## src/rtl/issue_ctrl.sv

```systemverilog
// In-order dual-issue scheduler with a register scoreboard and a serializing drain FSM.
// Optional performance counters are compiled in when ISSUE_PERF_EN is defined.
module issue_ctrl #(
  parameter int NREG         = 32,
  parameter int SB_CLR_PORTS = 2
) (
  input  logic                      clk,
  input  logic                      reset,
  input  logic                      flush,
  input  logic                      a_valid,
  input  logic [1:0]                a_class,
  input  logic                      a_is_br,
  input  logic [4:0]                a_dest,
  input  logic [4:0]                a_r1,
  input  logic [4:0]                a_r2,
  input  logic                      a_src2_is_imm,
  input  logic                      b_valid,
  input  logic [1:0]                b_class,
  input  logic                      b_is_br,
  input  logic [4:0]                b_dest,
  input  logic [4:0]                b_r1,
  input  logic [4:0]                b_r2,
  input  logic                      b_src2_is_imm,
  input  logic                      exe_ready,
  input  logic                      pipe_empty,
  input  logic [SB_CLR_PORTS-1:0]   wb_valid,
  input  logic [5*SB_CLR_PORTS-1:0] wb_dest,
  output logic [1:0]                o_size,
  output logic                      serial_busy,
  output logic                      sb_empty
`ifdef ISSUE_PERF_EN
  ,
  output logic [31:0]               perf_dual,
  output logic [31:0]               perf_single,
  output logic [31:0]               perf_stall_dep,
  output logic [31:0]               perf_stall_serial
`endif
);

  localparam logic [1:0] CLS_ALU    = 2'd0;
  localparam logic [1:0] CLS_LONG   = 2'd1;
  localparam logic [1:0] CLS_MEM    = 2'd2;
  localparam logic [1:0] CLS_SERIAL = 2'd3;

  typedef enum logic [1:0] {
    ST_NORMAL = 2'd0,
    ST_DRAIN  = 2'd1,
    ST_ISSUE  = 2'd2,
    ST_WAIT   = 2'd3
  } state_e;

  state_e            state_q, state_d;
  logic [NREG-1:0]   sb_q, sb_d;
  logic [NREG-1:0]   set_mask, clr_mask;
  logic [NREG-1:0]   clr_port [SB_CLR_PORTS];
  logic              issue_a, issue_b;
  logic              ok_a, ok_b;
  logic              a_serial;
  logic              dep_stall;

  function automatic logic is_busy(input logic [NREG-1:0] sb, input logic [4:0] r);
    return (r != 5'd0) && sb[r];
  endfunction

  function automatic logic sets_sb(input logic [1:0] cls, input logic [4:0] d);
    return ((cls == CLS_LONG) || (cls == CLS_MEM)) && (d != 5'd0);
  endfunction

  assign a_serial = a_valid && (a_class == CLS_SERIAL);

  assign ok_a = a_valid && exe_ready && !is_busy(sb_q, a_r1) &&
                (a_src2_is_imm || !is_busy(sb_q, a_r2));

  // Pairing rules for slot B; A's own checks are folded in by requiring issue_a.
  assign ok_b = b_valid && (b_class != CLS_SERIAL) && !a_is_br &&
                !((a_class == CLS_MEM) && (b_class == CLS_MEM)) &&
                !is_busy(sb_q, b_r1) && (b_src2_is_imm || !is_busy(sb_q, b_r2)) &&
                !((a_dest != 5'd0) &&
                  ((b_r1 == a_dest) || (!b_src2_is_imm && (b_r2 == a_dest)))) &&
                (b_dest != a_dest);

  always_comb begin
    state_d = state_q;
    issue_a = 1'b0;
    issue_b = 1'b0;
    unique case (state_q)
      ST_NORMAL: begin
        if (a_serial) begin
          state_d = ST_DRAIN;
        end else if (ok_a) begin
          issue_a = 1'b1;
          issue_b = ok_b;
        end
      end
      ST_DRAIN: begin
        if (!a_valid) begin
          state_d = ST_NORMAL;
        end else if (pipe_empty && sb_empty) begin
          state_d = ST_ISSUE;
        end
      end
      ST_ISSUE: begin
        if (a_valid && exe_ready) begin
          issue_a = 1'b1;
          state_d = ST_WAIT;
        end
      end
      ST_WAIT: begin
        if (pipe_empty) begin
          state_d = ST_NORMAL;
        end
      end
      default: state_d = ST_NORMAL;
    endcase
    if (flush) begin
      issue_a = 1'b0;
      issue_b = 1'b0;
      state_d = ST_NORMAL;
    end
  end

  // Reset gates the pop count combinationally so the buffer never pops while reset is held.
  assign o_size      = reset ? 2'd0 : (2'(issue_a) + 2'(issue_b));
  assign serial_busy = (state_q != ST_NORMAL);
  assign sb_empty    = ~|sb_q;

  generate
    for (genvar gi = 0; gi < SB_CLR_PORTS; gi++) begin : g_clr
      assign clr_port[gi] = wb_valid[gi] ?
                            ({{(NREG-1){1'b0}}, 1'b1} << wb_dest[5*gi +: 5]) : '0;
    end
  endgenerate

  always_comb begin
    clr_mask = '0;
    for (int i = 0; i < SB_CLR_PORTS; i++) begin
      clr_mask = clr_mask | clr_port[i];
    end
  end

  always_comb begin
    set_mask = '0;
    if (issue_a && sets_sb(a_class, a_dest)) set_mask[a_dest] = 1'b1;
    if (issue_b && sets_sb(b_class, b_dest)) set_mask[b_dest] = 1'b1;
  end

  // Set is applied after clear so a same-cycle set of a retiring register wins.
  always_comb begin
    sb_d    = (sb_q & ~clr_mask) | set_mask;
    sb_d[0] = 1'b0;
    if (flush) sb_d = '0;
  end

  always_ff @(posedge clk or posedge reset) begin
    if (reset) begin
      state_q <= ST_NORMAL;
      sb_q    <= '0;
    end else begin
      state_q <= state_d;
      sb_q    <= sb_d;
    end
  end

  assign dep_stall = (state_q == ST_NORMAL) && a_valid && (a_class != CLS_SERIAL) &&
                     exe_ready && !ok_a && !flush;

`ifdef ISSUE_PERF_EN
  always_ff @(posedge clk or posedge reset) begin
    if (reset) begin
      perf_dual         <= '0;
      perf_single       <= '0;
      perf_stall_dep    <= '0;
      perf_stall_serial <= '0;
    end else begin
      if (o_size == 2'd2) perf_dual <= perf_dual + 32'd1;
      if (o_size == 2'd1) perf_single <= perf_single + 32'd1;
      if (dep_stall) perf_stall_dep <= perf_stall_dep + 32'd1;
      if ((state_q == ST_DRAIN) || (state_q == ST_WAIT))
        perf_stall_serial <= perf_stall_serial + 32'd1;
    end
  end
`else
  logic unused_ok;
  assign unused_ok = ^{dep_stall, b_is_br, CLS_ALU};
`endif

endmodule

```

## config.mk

```make
export PLATFORM = sky130hd
export DESIGN_NAME = issue_ctrl
export DESIGN_NICKNAME = d
export VERILOG_FILES = /design/src/rtl/issue_ctrl.sv
export SDC_FILE = /design/constraint.sdc
export NUM_CORES = 1
export LEC_CHECK = 0
export CORE_ASPECT_RATIO = 0.8
export CORE_MARGIN = 5
export CORE_UTILIZATION = 52
export CTS_BUF_LIST = sky130_fd_sc_hd__clkbuf_2
export DETAILED_ROUTE_END_ITERATION = 16
export PLACE_DENSITY = 0.81
export SETUP_SLACK_MARGIN = 0.15
export SYNTH_ARGS = -nofsm -noshare
export SYNTH_HDL_FRONTEND = slang
export SYNTH_SLANG_ARGS = --single-unit
```

## constraint.sdc

```tcl
create_clock -name clk -period 3.6 [get_ports clk]
set_input_delay 0.72 -clock clk [delete_from_list [all_inputs] [get_ports clk]]
set_output_delay 0.72 -clock clk [all_outputs]
set_load 0.02 [all_outputs]
```

# [After elaboration in Yosys (flattened, before gate mapping)]
# Index checks and enable logic that the tools add are counted.
[word_totals] reg_bits=34 input_bits=57 out_inout_bits=4 elab_cells=117
[classes] addsub=1 order_cmp=8 n_eq_ne=16 shifts=2 muxes=34 n_bitwise=5 reduce_logical=49
[op_table] cell="32-bit two-way mux" n=5
[op_table] cell="32-bit OR" n=3
[op_table] cell="1-bit by 5-bit << shifter with 32-bit output, first input constant" n=2
[op_table] cell="5-bit by 6-bit < comparator with 1-bit output, second input constant" n=6
[op_table] cell="32-bit bitwise AND" n=1
[op_table] cell="32-bit NOT" n=1
[op_table] cell="32-bit OR reduction" n=1
[op_table] cell="5-bit nonzero test" n=6
[op_table] cell="1-bit logical AND" n=25
[op_table] cell="1-bit binary-select mux with 5-bit select" n=4
[op_table] cell="1-bit two-way mux" n=14
[op_table] cell="2-bit two-way mux" n=7
[op_table] cell="1-bit demux with 5-bit select" n=2
[op_table] cell="2-bit == test, second input constant" n=5
[op_table] cell="5-bit == test" n=2
[op_table] cell="5-bit by 1-bit >= comparator with 1-bit output, second input constant" n=2
[op_table] cell="1-bit logical NOT" n=9
[op_table] cell="3-bit inequality test, second input constant" n=3
[op_table] cell="2-bit case mux with 4 select lines" n=1
[op_table] cell="2-bit by 1-bit == test with 1-bit output, second input constant" n=3
[op_table] cell="1-bit logical OR" n=5
[op_table] cell="5-bit inequality test" n=1
[op_table] cell="4-bit inequality test, second input constant" n=1
[op_table] cell="4-bit AND reduction" n=1
[op_table] cell="other kinds (5)" n=5

# [Logic depth before layout (Yosys ltp)]
# Gate-level depths: netlist (run 1).
[depth] ltp_word=16 mapped_depth=11 ltp_nobuf=10

# [Worst setup path before layout (run 1)]
# OpenSTA, ideal clock, no wires.
[synth_timing] path_type="in2out" from="in a_r2[0]" to="out o_size[1]" t_arrival_ps=3137 required_time_ps=2880 slack_ps=-257 cell_stages=10 n_path_buf=2 path_cell_list="clkbuf_1 mux4_2 nor2b_1 nor3_1 a211oi_2 clkbuf_1 nand2_1 nor3b_1 ha_1 nor2b_1"
[synth_via] elab_chain_len=12 word_cells_on_any_way=17 classes_between="add/sub (1); mux (11); reduce/logical (5)"
[synth_lines] item="start, declared" line="15" rtl="input logic [4:0] a_r2,"
[synth_lines] item="1-bit binary-select mux with 5-bit select" line="62" rtl="return (r != 5'd0) && sb[r];"
[synth_lines] item="1-bit two-way mux (not written as such)" line="62"
[synth_lines] item="1-bit logical AND *" line="62"
[synth_lines] item="1-bit logical NOT *" line="72" rtl="(a_src2_is_imm || !is_busy(sb_q, a_r2));"
[synth_lines] item="1-bit logical OR *" line="72"
[synth_lines] item="1-bit logical AND *" line="71" rtl="assign ok_a = a_valid && exe_ready && !is_busy(sb_q, a_r1) &&"
[synth_lines] item="1-bit two-way mux" line="90" rtl="end else if (ok_a) begin"
[synth_lines] item="1-bit two-way mux" line="88" rtl="if (a_serial) begin"
[synth_lines] item="1-bit case mux with 2 select lines / 1-bit two-way mux (equally long branches)" line="86" rtl="unique case (state_q)"
[synth_lines] item="1-bit two-way mux" line="115" rtl="if (flush) begin"
[synth_lines] item="1-bit by 1-bit adder with 2-bit output *" line="123" rtl="assign o_size = reset ? 2'd0 : (2'(issue_a) + 2'(issue_b));"
[synth_lines] item="2-bit two-way mux *" line="123"
[synth_lines] item="end, declared" line="28" rtl="output logic [1:0] o_size,"
# Every way passes the cells marked *; elsewhere a longest branch is shown, timed or not. The select of a mux whose other input is x is not followed.

# [Worst setup path after layout (run 1)]
[layout_timing] from="in b_r1[2]" to="out o_size[0]"
[layout_via] elab_chain_len=14 word_cells_on_any_way=19 classes_between="add/sub (1); eq/ne (1); mux (7); reduce/logical (10)"
[layout_lines] item="start, declared" line="21" rtl="input logic [4:0] b_r1,"
[layout_lines] item="1-bit binary-select mux with 5-bit select" line="62"
[layout_lines] item="1-bit two-way mux (not written as such)" line="62"
[layout_lines] item="1-bit logical AND" line="62"
[layout_lines] item="1-bit logical NOT" line="77" rtl="!is_busy(sb_q, b_r1) && (b_src2_is_imm || !is_busy(sb_q, b_r2)) &&"
[layout_lines] item="1-bit logical AND" line="76" rtl="!((a_class == CLS_MEM) && (b_class == CLS_MEM)) &&"
[layout_lines] item="1-bit logical AND" line="77"
[layout_lines] item="1-bit logical AND *" line="77"
[layout_lines] item="1-bit logical AND *" line="79" rtl="((b_r1 == a_dest) || (!b_src2_is_imm && (b_r2 == a_dest)))) &&"
[layout_lines] item="1-bit two-way mux *" line="90"
[layout_lines] item="1-bit two-way mux *" line="88"
[layout_lines] item="1-bit two-way mux *" line="86"
[layout_lines] item="1-bit two-way mux *" line="115"
[layout_lines] item="1-bit by 1-bit adder with 2-bit output *" line="123"
[layout_lines] item="2-bit two-way mux *" line="123"
# Marks and branches as above.

==> results.json, run 1 <==
{
  "cp-startpoint": "b_r1[2]",
  "hold_path.class": "register to register",
  "outcome": "finished, violations left",
  "netlist_top_cells_count": "nor2_1, inv_1, nand2_1, o22ai_1",
  "wl_mm": 21.7,
  "antenna_left": 0,
  "ir_worst_vdd_uv": 161,
  "setup_ws_ns": -0.0929,
  "io-pin-count": 61,
  "synth_nets": 637,
  "synth_simple_gate_area_share_pct": 26.5,
  "synth_compound_area_share_pct": 27.1,
  "p_seq_share_pct": 34.3,
  "vias": 6163,
  "gp_congestion": 1.06,
  "grt_usage_pct": 40.4,
  "io_buffer_count": 59,
  "grt_pass1_wl_mm": 32.8,
  "utilization_pct": 76.1,
  "wire_per_inst_microns": 25.8,
  "antenna_found_initial": 0,
  "rrSetupSlack_ns": 0.22,
  "ys_seq_elements": 33,
  "die_y_microns": 93.0,
  "synthMuxAreaShare_pct": 15.1,
  "cts_root_buf": "clkbuf_2",
  "hold_ws_ns": 0.585,
  "critPathMaxFanout": 4,
  "ff2ff_path_depth": 19,
  "nets": 786,
  "cap_viol_max_count": 0,
  "p_sw_share_pct": 36.4,
  "fmax_ghz": 0.271,
  "hp-start": "state_q[0]$_DFFE_PP0P_",
  "synthesis.area_sq_um": 4480,
  "synth_top_area_share_pct": 18.4,
  "finalSetupViolations": 2,
  "die_x_microns": 114,
  "synth_most_common_cell": "nor2_1",
  "start_util_pct": 53.1,
  "r2r-start": "sb_q[23]$_DFF_PP0_",
  "switchingPower_mw": 0.400,
  "start_kind": "input port",
  "die-area_sq_um": 10600,
  "reg2reg_to": "sb_q[8]$_DFF_PP0_",
  "cts_tree": "built",
  "p_leak_nw": 2.41,
  "fin_skew_ns": 0.0191,
  "ys_warn_count": 0,
  "post-route-drc-count": 0,
  "drtPass1Iterations": 8,
  "synth_top_family_by_area": "compound AO/OA/AOI/OAI gates",
  "numCtsBuffers": 5,
  "clock_path_buffers": 2,
  "dr.first_iter.drc_count": 983,
  "maxSlewHeadroom_pct": 59.5,
  "first_global_vias": 5947,
  "post_synth_num_cell_types": 59,
  "finalCritPeriodShare_pct": 103,
  "postPlaceCellArea_sq_um": 5900,
  "holdPathStages": 2,
  "finish.instance_area_sq_um": 6430,
  "layout-drive-gt1-share_pct": 31.9,
  "clk_pin_slew_ns": 0.20,
  "instances_no_fill": 838,
  "num-fill-cells": 598,
  "power_frac_comb_pct": 41.4,
  "synthXorXnorAreaFrac_pct": 2.93,
  "cts_sinks": 33,
  "synthArstFlopShare_pct": 100,
  "avgSynthCellArea_sq_um": 7.79,
  "hold_end": "state_q[0]$_DFFE_PP0P_",
  "netlist_instances": 575,
  "dp_slack_ns": -1.01,
  "maxSlewViolCount": 0,
  "path_class": "input port to output pin",
  "dp.cells": 802,
  "h-tree-depth": 2,
  "violations": "negative setup slack",
  "endpoint_kind": "output pin",
  "cpPeakStageDelay_ns": 0.36,
  "grt_setup_unrepaired": "yes",
  "yosys-top-cells-area": "dfrtp_1, mux4_2, a41oi_1",
  "synth_edf_count": 0,
  "power.share.clock_pct": 24.3,
  "synth_fa_ha_area_share_pct": 1.40,
  "p_per_area_nw_per_um2": 171,
  "synth_ff_type": "dfrtp_1",
  "slowest_stage": "dlygate4sd2_1",
  "p_int_mw": 0.697,
  "hold_viol": 0,
  "crit_required_ns": 2.88,
  "grt_max_degree": 40,
  "min_period_ns": 3.69,
  "worst_slew_pin_slew_ns": 0.606,
  "drt-vias-per-instance": 7.35,
  "hpwl_mm": 15.5,
  "path_cells": "dlygate4sd2_1 > buf_4 > mux2i_1 > nor3b_1 > o31a_1 > a32oi_2 > nor3b_4 > ha_1 > nor2b_4 > buf_6",
  "yosysSeqAreaShare_pct": 18.4,
  "synth_top_area_cell": "dfrtp_1",
  "coreArea_sq_um": 8450,
  "syn_to_final_growth_pct": 43.5,
  "cp_data_arrival_time_ns": 2.97,
  "clk_latency_ns": 0.39,
  "holdBufCountCts": 0,
  "rows": 30,
  "grt_overflow": 0
}
-- cell usage in the layout, fill, tap and decap left out, types with 29 or more instances in the layout --
cell type / instances
o22ai_1: 33
o32ai_1: 31
inv_1: 40
buf_4: 125
o21ai_1: 29
a41oi_1: 31
nand2_1: 32
nand4_1: 32
nor2_1: 45
clkdlybuf4s50_1: 34
-- layer usage --
layer / up-vias / GRT usage, % / wire length, microns
met5: - / 0 / 0
met4: 0 / 23.5 / 1700
met3: 174 / 15.1 / 3280
met2: 581 / 59.8 / 8960
met1: 2838 / 50.3 / 7720
li1: 2570 / - / -
-- worst max-delay path by stage --
| stage | to | slack, ns | cells past startpoint |
|---|---|---|---|
| final | o_size[0] | -0.09 | 10 |
| after global routing | o_size[0] | -0.18 | 10 |
| after CTS | o_size[0] | -0.03 | 10 |
| after detailed placement | o_size[0] | -1.01 | 11 |
| after global placement | o_size[0] | -0.97 | 9 |
| after floorplan | o_size[0] | 0.11 | 9 |
-- power by group through the flow --
stage	Sequential, mW	Clock [mW]	Combinational (mW)
4_1_cts	0.375	0.265	0.432
6_report	0.376	0.267	0.454
3_3_place_gp	0.382	0	0.384
3_5_place_dp	0.382	0	0.396
2_1_floorplan	0.382	0	0.208
5_1_grt	0.376	0.283	0.477
-- cell type report --
cell class	count	area, sq um	area share [%]
Multi-Input combinational cell	446	3540	55.1
Timing Repair Buffer	197	1680	26.1
Sequential cell	33	841	13.1
Inverter	41	154	2.39
Tap cell	112	140	2.18
Clock inverter	3	46.3	0.720
Clock buffer	5	25.0	0.389
Antenna cell	1	2.50	0.0389
-- kinds of logic (layout without fill, tap and decap cells) --
kind of cell | count (synthesis) | in the layout
AO/OA/AOI/OAI | 165 | 165
XOR/XNOR | 15 | 15
adder cells (fa/ha/maj) | 5 | 5
buffers and inverters | 96 | 246
flip-flops | 33 | 33
multiplexers | 48 | 48
other | 0 | 1
AND/OR/NAND/NOR | 213 | 213
-- sequential cells by signal, indices dropped and copies added (netlist names) --
register,cells
sb_q,31
state_q,2
-- stage by stage --
| stage | setup TNS [ns] | total power [mW] |
|---|---|---|
| after global routing | -0.314 | 1.14 |
| after detailed placement | -2.63 | 0.778 |
| after global placement | -1.94 | 0.766 |
| final | -0.120 | 1.10 |
| after floorplan | 0 | 0.590 |
| after CTS | -0.0254 | 1.07 |
-- worst max-delay path: cells and delay by family --
family / cells / cell delay, ns
and+or+nand+nor: 3 / 0.49
muxes: 1 / 0.29
buffers and inverters: 3 / 0.68
AOI/OAI and AO/OA: 2 / 0.53
adders and majority gates: 1 / 0.26
-- timing repair --
| action | CTS | global route |
|---|---|---|
| setup endpoints to repair | 2 | 31 |
| buffers inserted | 26 | 0 |
| resized for setup | 105 | 22 |
| pin swaps | 24 | 10 |
| cloned | 1 | 0 |
(Power assumes the default switching activity.)
==> run 2, diff against run 1 <==
- CELL_PAD_IN_SITES_DETAIL_PLACEMENT: unset -> 0
- CELL_PAD_IN_SITES_GLOBAL_PLACEMENT: unset -> 1
- CORE_UTILIZATION: 52 -> 39
- MAX_ROUTING_LAYER: unset -> met4
- PLACE_DENSITY: 0.81 -> 0.82
==> results.json, run 2 (same netlist as run 1, synthesis figures left out) <==
{
  "first_global_vias": 5392,
  "setup_ws_ns": -0.178,
  "reg2reg_to": "sb_q[27]$_DFF_PP0_",
  "io-pin-count": 61,
  "clk_latency_ns": 0.41,
  "die-area_sq_um": 13700,
  "finish.instance_area_sq_um": 6280,
  "cts_root_buf": "clkbuf_2",
  "grt_usage_pct": 30.8,
  "start_kind": "register",
  "cpPeakStageDelay_ns": 0.52,
  "io_buffer_count": 59,
  "ir_worst_vdd_uv": 143,
  "die_x_microns": 130,
  "numCtsBuffers": 5,
  "hp-start": "state_q[0]$_DFFE_PP0P_",
  "grt_overflow": 0,
  "syn_to_final_growth_pct": 40.2,
  "drtPass1Iterations": 5,
  "h-tree-depth": 2,
  "hold_path.class": "register to register",
  "ff2ff_path_depth": 9,
  "antenna_found_initial": 1,
  "path_class": "register to output pin",
  "rows": 35,
  "min_period_ns": 3.78,
  "r2r-start": "sb_q[31]$_DFF_PP0_",
  "layout-drive-gt1-share_pct": 26.4,
  "hold_viol": 0,
  "endpoint_kind": "output pin",
  "postPlaceCellArea_sq_um": 5890,
  "antenna-diode-count": 0,
  "hold_end": "state_q[0]$_DFFE_PP0P_",
  "tns_ns": -0.290,
  "dp_slack_ns": -1.04,
  "holdPathStages": 1,
  "instances_no_fill": 856,
  "coreArea_sq_um": 11400,
  "p_per_area_nw_per_um2": 170,
  "vias": 5714,
  "outcome": "finished, violations left",
  "grt_pass1_wl_mm": 31.2,
  "antenna_left": 0,
  "gp_congestion": 1.03,
  "dp.cells": 829,
  "num-fill-cells": 1062,
  "mostFrequentLayoutCell": "buf_4",
  "p_leak_nw": 2.37,
  "hpwl_mm": 16.3,
  "cp_data_arrival_time_ns": 3.06,
  "cts_tree": "built",
  "worst_slew_pin_slew_ns": 0.606,
  "cts_sinks": 33,
  "nets": 769,
  "largest_register": "sb_q",
  "wire_per_inst_microns": 24.7,
  "critPathMaxFanout": 4,
  "holdBufCountCts": 0,
  "final_cell_mix": "buf_4, nor2_1, inv_1, clkdlybuf4s50_1, o22ai_1",
  "cap_viol_max_count": 0,
  "die_y_microns": 106,
  "grt_setup_unrepaired": "yes",
  "start_util_pct": 39.4,
  "dr.first_iter.drc_count": 759,
  "largest_register_ffs": 31,
  "clock_path_buffers": 2,
  "crit_required_ns": 2.88,
  "path_cells": "mux4_2 > o2111a_2 > nor4_4 > buf_4 > nand2_4 > nor3b_4 > ha_1 > nor2b_4 > buf_6",
  "violations": "negative setup slack",
  "maxSlewViolCount": 0,
  "slowest_stage": "dfrtp_2",
  "finalSetupViolations": 2,
  "finalCritPeriodShare_pct": 105,
  "rrSetupSlack_ns": 0.69,
  "post-route-drc-count": 0,
  "maxSlewHeadroom_pct": 59.3,
  "clk_pin_slew_ns": 0.19,
  "fin_skew_ns": 0.0101,
  "wl_mm": 21.2,
  "reg_top3": "sb_q x31, state_q x2",
  "grt_max_degree": 40,
  "drt-vias-per-instance": 6.68,
  "fmax_ghz": 0.265
}
-- run 2: changes by cell type in the layout (fill, tap and decap cells not counted), moves of 3 or more --
cell	change
dlygate4sd2_1	-3
buf_2	-5
dfrtp_1	+9
dlymetal6s2s_1	+8
buf_4	-18
dfrtp_2	-9
a2111oi_2	+4
-- run 2: worst max-delay path: cells and delay by family (launching register included) --
kind / cells / cell delay [ns]
buffers and inverters: 2 / 0.34
muxes: 1 / 0.50
and+or+nand+nor: 4 / 0.73
DFF: 1 / 0.52
AOI/OAI and AO/OA: 1 / 0.28
adders and majority gates: 1 / 0.26
-- run 2: timing repair --
| action | 4_1_cts | 5_1_grt |
|---|---|---|
| cloned | 0 | 1 |
| pin swaps | 14 | 12 |
| gates resized for setup | 55 | 26 |
| buffers inserted | 8 | 10 |
| endpoints found under the setup margin | 2 | 2 |
-- run 2: per-layer routing --
metal	up-vias	routed length (microns)	GRT usage (%)
li1	2534	-	-
met1	2775	9140	42.5
met2	341	9380	46.8
met3	64	2000	5.83
met4	0	668	7.27
met5	-	0	-
-- run 2: final cells by class --
type / instances / area (sq um) / share of cell area, %
Clock buffer: 5 / 25.0 / 0.398
Clock inverter: 3 / 41.3 / 0.657
Inverter: 41 / 154 / 2.45
Multi-Input combinational cell: 446 / 3440 / 54.7
Sequential cell: 33 / 830 / 13.2
Tap cell: 148 / 185 / 2.95
Timing Repair Buffer: 180 / 1610 / 25.6
-- run 2: metrics by stage --
step / util, % / hold WS [ns] / total power [mW]
detailed placement: 51.7 / 0.531 / 0.776
global route: 55.2 / 0.583 / 1.11
global placement: 51.7 / 0.515 / 0.770
floorplan: - / 0.486 / 0.590
CTS: 53.7 / 0.556 / 1.05
finish: 55.2 / 0.556 / 1.07
-- run 2: worst max-delay path by stage --
stage / start / cells past startpoint / endpoint
after detailed placement: a_r1[0] / 11 / o_size[0]
after global placement: a_r1[0] / 11 / o_size[0]
after CTS: a_r1[0] / 11 / o_size[0]
after global routing: sb_q[8]$_DFF_PP0_ / 10 / o_size[0]
final: sb_q[31]$_DFF_PP0_ / 9 / o_size[0]
after floorplan: a_r1[0] / 9 / o_size[0]
-- run 2: power breakdown --
part | leakage (nW) | internal (mW) | total (mW) | switching, mW
clock | 0.0366 | 0.115 | 0.260 | 0.145
combinational | 1.88 | 0.201 | 0.433 | 0.232
sequential | 0.456 | 0.373 | 0.376 | 0.00348
==> run 3, diff against run 2 <==
- CELL_PAD_IN_SITES_DETAIL_PLACEMENT: 0 -> unset
- CELL_PAD_IN_SITES_GLOBAL_PLACEMENT: 1 -> unset
- CORE_UTILIZATION: 39 -> 43
- PLACE_DENSITY: 0.82 -> 0.7
- RECOVER_POWER: unset -> 100
==> results.json, run 3 (same netlist as run 1, synthesis figures left out) <==
{
  "holdBufCountCts": 0,
  "reg_top3": "sb_q x31, state_q x2",
  "post-route-drc-count": 0,
  "maxSlewViolCount": 34,
  "coreArea_sq_um": 10200,
  "hpwl_mm": 15.1,
  "hold_ws_ns": 0.578,
  "largest_register_ffs": 31,
  "io-pin-count": 61,
  "grt_max_degree": 40,
  "cts_sinks": 33,
  "start_util_pct": 43.8,
  "grt.busiest_layer": "met2",
  "die_x_microns": 124,
  "grt_setup_unrepaired": "yes",
  "p_per_area_nw_per_um2": 159,
  "drt-vias-per-instance": 6.89,
  "path_class": "input port to output pin",
  "vias": 5894,
  "antenna-diode-count": 0,
  "num-fill-cells": 898,
  "p_leak_nw": 2.38,
  "violations": "max-capacitance violations, max-slew violations, negative setup slack",
  "numCtsBuffers": 5,
  "critPathMaxFanout": 2,
  "cts_root_buf": "clkbuf_2",
  "finalSetupViolations": 7,
  "grt_overflow": 0,
  "first_global_vias": 5801,
  "nets": 777,
  "layout-drive-gt1-share_pct": 29.6,
  "fmax_ghz": 0.269,
  "wire_per_inst_microns": 23.8,
  "cap_viol_max_count": 1,
  "h-tree-depth": 2,
  "cts_tree": "built",
  "grt_util_met1_pct": 43.4,
  "finalPower_mw": 1.00,
  "finalCritPeriodShare_pct": 103,
  "maxSlewHeadroom_pct": -26.9,
  "fin_skew_ns": 0.0114,
  "drtPass1Iterations": 5,
  "ir_worst_vdd_uv": 105,
  "met2_usage_pct": 48.8,
  "dr.first_iter.drc_count": 1011,
  "multiInputGateArea_sq_um": 3520,
  "start_kind": "input port",
  "die-area_sq_um": 12600,
  "finish.instance_area_sq_um": 6310,
  "die_y_microns": 101,
  "hold_path.class": "register to register",
  "clock_path_buffers": 2,
  "mostFrequentLayoutCell": "buf_4",
  "crit_required_ns": 2.88,
  "largest_register": "sb_q",
  "postPlaceCellArea_sq_um": 5840,
  "rrSetupSlack_ns": -0.09,
  "syn_to_final_growth_pct": 40.8,
  "grt_pass1_wl_mm": 31.3,
  "rows": 33,
  "endpoint_kind": "output pin",
  "setup_ws_ns": -0.117,
  "clk_latency_ns": 0.39,
  "hold_viol": 0,
  "grt_usage_pct": 33.4,
  "final_cell_mix": "buf_4, nor2_1, inv_1, o22ai_1, nand4_1",
  "antenna_found_initial": 0,
  "antenna_left": 0,
  "outcome": "finished, violations left",
  "cp_data_arrival_time_ns": 3.00,
  "min_period_ns": 3.72,
  "wl_mm": 20.4,
  "io_buffer_count": 59,
  "grt_use_met3_pct": 8.10,
  "seqCellArea_sq_um": 831,
  "clk_pin_slew_ns": 0.18,
  "worst_slew_pin_slew_ns": 1.90,
  "gp_congestion": 1.11
}
## run 3: layout make-up
| class | count | area share (%) |
|---|---|---|
| inverters | 41 | 2.44 |
| multi-input cells | 446 | 55.7 |
| repair buffers | 188 | 25.3 |
| clock buffers | 8 | 0.635 |
| flip-flops and latches | 33 | 13.2 |
| well taps | 140 | 2.78 |
## run 3: path summary, 6_finish.rpt
kind / from / endpoint / cells after the start
min in group asynchronous: reset / sb_q[5]$_DFF_PP0_ / 3
worst max register to register: sb_q[19]$_DFF_PP0_ / sb_q[20]$_DFF_PP0_ / 19
max in group asynchronous: reset / sb_q[17]$_DFF_PP0_ / 3
worst min-delay path: state_q[0]$_DFFE_PP0P_ / state_q[0]$_DFFE_PP0P_ / 2
worst max-delay path: a_src2_is_imm / o_size[0] / 11
worst min register to register: state_q[0]$_DFFE_PP0P_ / state_q[0]$_DFFE_PP0P_ / 2
## run 3: through the flow
step | setup TNS [ns] | worst slack (ns) | utilization [%] | cells
final | -0.601 | -0.117 | 61.6 | 856
after global routing | -1.23 | -0.169 | 61.6 | 856
after CTS | -0.0483 | -0.0483 | 60.9 | 853
after detailed placement | -2.51 | -1.03 | 57.1 | 820
after global placement | -2.00 | -0.993 | 57.1 | 820
after floorplan | 0 | 0.111 | - | 575
## run 3: layer usage
| layer | vias up | wire [microns] |
|---|---|---|
| li1 | 2555 | - |
| met1 | 2800 | 7880 |
| met2 | 430 | 8770 |
| met3 | 109 | 2510 |
| met4 | 0 | 1250 |
| met5 | - | 0 |
## run 3: repair_timing
action	in CTS	in global routing
pin swaps	16	10
endpoints found under the hold margin	0	0
setup endpoints to repair	2	31
gates cloned	1	0
buffers inserted	24	3
resized for setup	99	21
## run 3: report_power, final
part	internal, mW	total (mW)	leakage, nW	switching [mW]
logic	0.198	0.436	1.89	0.238
registers	0.373	0.376	0.454	0.00292
clock network	0.0573	0.192	0.0332	0.135
total	0.628	1.00	2.38	0.376
## run 3: worst max-delay path: stages
cell and delay, ns:
clkdlybuf4s50_1 0.42, or3b_4 0.39, a2111oi_4 0.31, buf_4 0.17
a211oi_4 0.05, buf_4 0.17, a21oi_4 0.16, nor2_2 0.05
ha_1 0.29, nor2b_4 0.13, buf_6 0.13
